$ cat src/rtl/rr_arbiter_8_pkg.sv
// Shared constants, FSM state type and rotate helpers for the 8-way round-robin arbiter.
package arb_pkg;

  localparam int unsigned N    = 8;
  localparam int unsigned IdxW = 3;

  typedef enum logic [0:0] {
    StIdle,
    StGrant
  } state_e;

  // Result bit i takes v[(i + s) mod N], so the bit at index s lands at bit 0.
  function automatic logic [N-1:0] rot_r(input logic [N-1:0] v, input logic [IdxW-1:0] s);
    logic [2*N-1:0] dbl;
    dbl = {v, v} >> s;
    return dbl[N-1:0];
  endfunction

  // Inverse of rot_r: result bit i takes v[(i - s) mod N].
  function automatic logic [N-1:0] rot_l(input logic [N-1:0] v, input logic [IdxW-1:0] s);
    logic [2*N-1:0] dbl;
    dbl = {v, v} << s;
    return dbl[2*N-1:N];
  endfunction

endpackage

$ cat src/rtl/rr_arbiter_8_if.sv
// Request/grant bundle between requesters (master) and the arbiter (slave).
interface rr_arbiter_8_if;
  import arb_pkg::*;

  logic [N-1:0]    req;
  logic [N-1:0]    grant;
  logic [IdxW-1:0] grant_idx;
  logic            grant_valid;

  modport master (
    output req,
    input  grant,
    input  grant_idx,
    input  grant_valid
  );

  modport slave (
    input  req,
    output grant,
    output grant_idx,
    output grant_valid
  );

endinterface

$ cat src/rtl/rr_arbiter_8_prio_enc.sv
// Combinational 8-to-3 priority encoder; the lowest set bit wins.
module prio_enc_8to3 (
  input  logic [7:0] din,
  output logic [2:0] dout,
  output logic       valid
);

  always_comb begin
    dout  = '0;
    valid = |din;
    // Descending scan so the lowest set bit is the last (winning) assignment.
    for (int i = 7; i >= 0; i--) begin
      if (din[i]) dout = 3'(i);
    end
  end

endmodule

$ cat src/rtl/rr_arbiter_8.sv
// Round-robin arbiter over 8 requesters with grant hold and optional hold-timeout rotation.
module rr_arbiter_8 #(
  parameter int unsigned MAX_HOLD = 16
) (
  input  logic           clk,
  input  logic           rst_n,
  rr_arbiter_8_if.slave  bus
);
  import arb_pkg::*;

  localparam int unsigned       HoldW    = (MAX_HOLD < 1) ? 1 : $clog2(MAX_HOLD + 1);
  localparam logic [HoldW-1:0]  MaxHoldC = HoldW'(MAX_HOLD);
  localparam logic [HoldW-1:0]  OneC     = HoldW'(1);

  state_e            state_q;
  logic [IdxW-1:0]   ptr_q;
  logic [HoldW-1:0]  hold_cnt_q;
  logic [N-1:0]      grant_q;
  logic [IdxW-1:0]   idx_q;
  logic              valid_q;

  logic              owner_req;
  logic              others_req;
  logic              preempt;
  logic [IdxW-1:0]   base;
  logic [N-1:0]      cand;
  logic [IdxW-1:0]   enc_off;
  logic              enc_valid;
  logic [IdxW-1:0]   sel_idx;

  // In GRANT the scan starts just past the owner and never considers the owner itself,
  // which covers both release (owner bit already low) and preemption.
  always_comb begin
    owner_req  = |(bus.req & grant_q);
    others_req = |(bus.req & ~grant_q);
    preempt    = owner_req && (MAX_HOLD != 0) && (hold_cnt_q == MaxHoldC) && others_req;
    base       = (state_q == StGrant) ? idx_q + 3'd1 : ptr_q;
    cand       = (state_q == StGrant) ? (bus.req & ~grant_q) : bus.req;
    sel_idx    = base + enc_off;
  end

  prio_enc_8to3 u_enc (
    .din   (rot_r(cand, base)),
    .dout  (enc_off),
    .valid (enc_valid)
  );

  always_ff @(posedge clk) begin
    if (!rst_n) begin
      state_q    <= StIdle;
      ptr_q      <= '0;
      hold_cnt_q <= '0;
      grant_q    <= '0;
      idx_q      <= '0;
      valid_q    <= 1'b0;
    end else begin
      case (state_q)
        StIdle: begin
          if (enc_valid) begin
            grant_q    <= N'(1) << sel_idx;
            idx_q      <= sel_idx;
            valid_q    <= 1'b1;
            hold_cnt_q <= OneC;
            state_q    <= StGrant;
          end
        end
        StGrant: begin
          if (!owner_req || preempt) begin
            ptr_q <= idx_q + 3'd1;
            if (enc_valid) begin
              grant_q    <= N'(1) << sel_idx;
              idx_q      <= sel_idx;
              hold_cnt_q <= OneC;
            end else begin
              grant_q    <= '0;
              idx_q      <= '0;
              valid_q    <= 1'b0;
              hold_cnt_q <= '0;
              state_q    <= StIdle;
            end
          end else if ((MAX_HOLD != 0) && (hold_cnt_q < MaxHoldC)) begin
            hold_cnt_q <= hold_cnt_q + OneC;
          end
        end
        default: state_q <= StIdle;
      endcase
    end
  end

  assign bus.grant       = grant_q;
  assign bus.grant_idx   = idx_q;
  assign bus.grant_valid = valid_q;

endmodule

$ cat src/flat_wrapper.sv
// flat-port wrapper written by rule: the top's interface ports become plain ports
module rr_arbiter_8_flat import arb_pkg::*;
#(
  parameter int unsigned MAX_HOLD = 16
)
  (clk, rst_n, bus_req, bus_grant, bus_grant_idx, bus_grant_valid);
  rr_arbiter_8_if bus_i ();
  input  logic clk;
  input  logic rst_n;
  input wire logic [$bits(bus_i.req)-1:0] bus_req;
  output wire logic [$bits(bus_i.grant)-1:0] bus_grant;
  output wire logic [$bits(bus_i.grant_idx)-1:0] bus_grant_idx;
  output wire logic [$bits(bus_i.grant_valid)-1:0] bus_grant_valid;
  assign bus_i.req = bus_req;
  assign bus_grant = bus_i.grant;
  assign bus_grant_idx = bus_i.grant_idx;
  assign bus_grant_valid = bus_i.grant_valid;
  rr_arbiter_8 #(.MAX_HOLD(MAX_HOLD)) u_core (.clk(clk), .rst_n(rst_n), .bus(bus_i));
endmodule
$ cat config.mk
export PLATFORM = sky130hd
export DESIGN_NAME = rr_arbiter_8_flat
export DESIGN_NICKNAME = d
export VERILOG_FILES = /design/src/rtl/rr_arbiter_8_pkg.sv /design/src/rtl/rr_arbiter_8_if.sv /design/src/rtl/rr_arbiter_8_prio_enc.sv /design/src/rtl/rr_arbiter_8.sv /design/src/flat_wrapper.sv
export SDC_FILE = /design/constraint.sdc
export NUM_CORES = 1
export LEC_CHECK = 0
export CAP_MARGIN = 20
export CORE_MARGIN = 3
export CORE_UTILIZATION = 51
export DETAILED_ROUTE_END_ITERATION = 10
export PLACE_DENSITY_LB_ADDON = 0.2
export SLEW_MARGIN = 30
export SYNTH_ARGS = -nofsm -noshare
export SYNTH_HDL_FRONTEND = slang
export SYNTH_SLANG_ARGS = --single-unit
export TNS_END_PERCENT = 5
$ cat constraint.sdc
create_clock -name clk -period 3.7 [get_ports clk]
set_input_delay 0.37 -clock clk [delete_from_list [all_inputs] [get_ports clk]]
set_output_delay 0.37 -clock clk [all_outputs]
set_load 0.1 [all_outputs]
==> flow_summary.toml <==
[die]
start_util_pct = 54.0
io_pins = 22
die-area_mm2 = 0.00398
fp.dieH_um = 63.1
core_mm2 = 0.00308
dieWidth_um = 63.1
core.rowCount = 20

[sta]
setup_tns_ps = 0
fin_crit_sh_pct = 92.5
clock_skew_ps = 5.76
fmax_ghz = 0.292
relSlewSlack_pct = 35.2
rsz0062_at_grt = "false"
hold_viol = 0
tightest_slew_ps = 969
period_needed_ps = 3420
setup_violations = 0
slew_violations = 0

[drt]
wl_per_cell_um = 16.8
drtIter0Drc = 140
routed.top_layer = "met4"
via_per_inst = 6.33
route.met2.wl_um = 2320
dr.pass1.iters = 4
drtAntennaViolNets = 0
via_count = 1754
wl_met3_um = 225
wl_met1_um = 2010
drc = 0
wirelength_um = 4640

[finish]
n_antenna_cell = 0
most-common-layout-cells = "clkdlybuf4s50_1 (21), dfxtp_1 (19), nor2_1 (18)"
layout_commonest_cell = "clkdlybuf4s50_1"
layout.nets = 249
instances_no_fill = 277
final_layout_size_suffix_gt1_share_pct = 14.2
area_growth_pct = 19.1

[synthesis]
ys_ff_latch = 21
synth_cells = 207
synth_fp_nets = 222
ys_warn_count = 0
ys_types = 58
synth-edff-count = 0
synth_area_per_cell_um2 = 8.03
synthFlopType = "dfxtp_1"
async_flop_share_pct = 0
synth_area_mm2 = 0.00166
ys_seq_area_share_pct = 25.3

[setup_path]
r2r.worst_path.cells = 12
critPathKind = "register to register"
cp.arrival_ps = 3670
r2r-start = "u_core.bus.grant_idx[0]"
worst_setup_path_start_kind = "register"
worstSetupStartpoint = "u_core.bus.grant_idx[0]"
cp-end-kind = "register"
cp_max_fo = 8
crit_required_ps = 3950

[clocking]
cts_max_path_buffers = 2
numCtsBuffers = 3
cts_tree = "built"
cts_setup_buffers = 0
clk_pin_slew_worst_paths_ps = 120
clock_latency_ps = 310
cts_sinks = 21
h-tree-depth = 1
cts_root_buffer = "clkbuf_4"

[flow_run]
maxCapViolCount = 0

[global_routing]
grt_pass1_vias = 1671
grt_max_degree = 16
grt_pass1_wl_um = 7860
antenna_found_initial = 0
grt_use_total_pct = 23.9
grt-ovfl-total = 0

[place]
placed_cells = 273
place_congestion = 0.886
dp.final_hpwl_um = 3670
io_buffers = 21

[outcome]
run_status = "finished, final reports clean"

[hold_path]
min_path_cells = 2
hp-class = "register to register"
min_from = "u_core.bus.grant_valid"

[power_and_ir_drop]
power_density_mw_per_mm2 = 885
power_leakage_uw = 0.000757
max-vdd-ir-drop_uv = 831
## registers in the layout (all words and copies together), names as in the netlist
register	count
u_core.bus.grant_idx	3
u_core.ptr_q	3
u_core.state_q	1
u_core.hold_cnt_q	5
u_core.bus.grant_valid	1
u_core.bus.grant	8
## Yosys cell counts (all sizes together), types with 8 or more instances
| master | number | area (um^2) |
|---|---|---|
| o21ai | 14 | 70.1 |
| a21boi | 8 | 63.8 |
| nand2 | 15 | 66.3 |
| a21oi | 11 | 55.1 |
| nor3 | 9 | 50.1 |
| nand3 | 9 | 50.1 |
| a32o | 8 | 80.1 |
| nor2 | 19 | 78.8 |
| inv | 14 | 52.6 |
| dfxtp | 21 | 420 |
## through the flow
step                      cell area (um^2)  utilization (%)  setup WS [ps]  hold WS [ps]  total power, uW
after floorplan                       1660                -            123           456             1320
after global placement                1950             63.3           80.1           470             1590
after detailed placement              1950             63.3            102           487             1610
after CTS                             1970             64.1            273           518             1730
after global routing                  1980             64.3           49.0           533             1850
final                                 1980             64.3            276           514             1750
## final timing paths
kind,to,slack (ps)
hold / removal,u_core.bus.grant_valid,510
hold reg to reg,u_core.bus.grant_valid,510
setup / recovery,u_core.bus.grant_idx[1],280
setup reg to reg,u_core.bus.grant_idx[1],280
## worst max-delay path, cell delays in order (launching register included)
cell and delay [ps]:
dfxtp_2 370, ha_1 310, mux2_2 340, inv_1 250, mux2_2 360, o21ai_0 150, a32oi_1 80, a32oi_1 210
ha_1 170, inv_1 50, fa_1 510, or3_1 400, a21oi_1 140
## metal layers
layer  GRT usage, %  up-vias
li1               -      836
met1           29.0      828
met2           43.3       75
met3           3.03       15
met4           7.71        0
met5              0        -
## power by group
group / internal (uW) / switching, uW / total [uW]
Sequential: 286 / 69.1 / 355
Combinational: 443 / 837 / 1280
Clock: 40.5 / 75.2 / 116
## logic make-up (layout without fill, tap and decap cells)
family,after synthesis,after routing,synth area share (%)
buffers and inverters,21,47,5.72
multiplexers,9,9,5.80
XOR/XNOR,3,3,2.49
flip-flops,21,21,25.3
adder cells (fa/ha/maj),6,6,4.89
AO/OA/AOI/OAI,78,78,34.5
AND/OR/NAND/NOR,69,69,21.3
## cell type report
| class | count | area (um^2) |
|---|---|---|
| fill | 279 | 1100 |
| clock buffer | 3 | 22.5 |
| clock inverter | 1 | 5.00 |
| timing repair buffer | 29 | 270 |
| inverter | 14 | 52.6 |
| sequential | 21 | 423 |
| tap | 44 | 55.1 |
| multi-input combinational | 165 | 1150 |
## repair_timing
action	in CTS	in global routing
gates resized for setup	0	1
endpoints found under the setup margin	0	5
endpoints found under the hold margin	0	0
hold buffers	0	0
No activity file was read; power rests on OpenSTA's default activity.
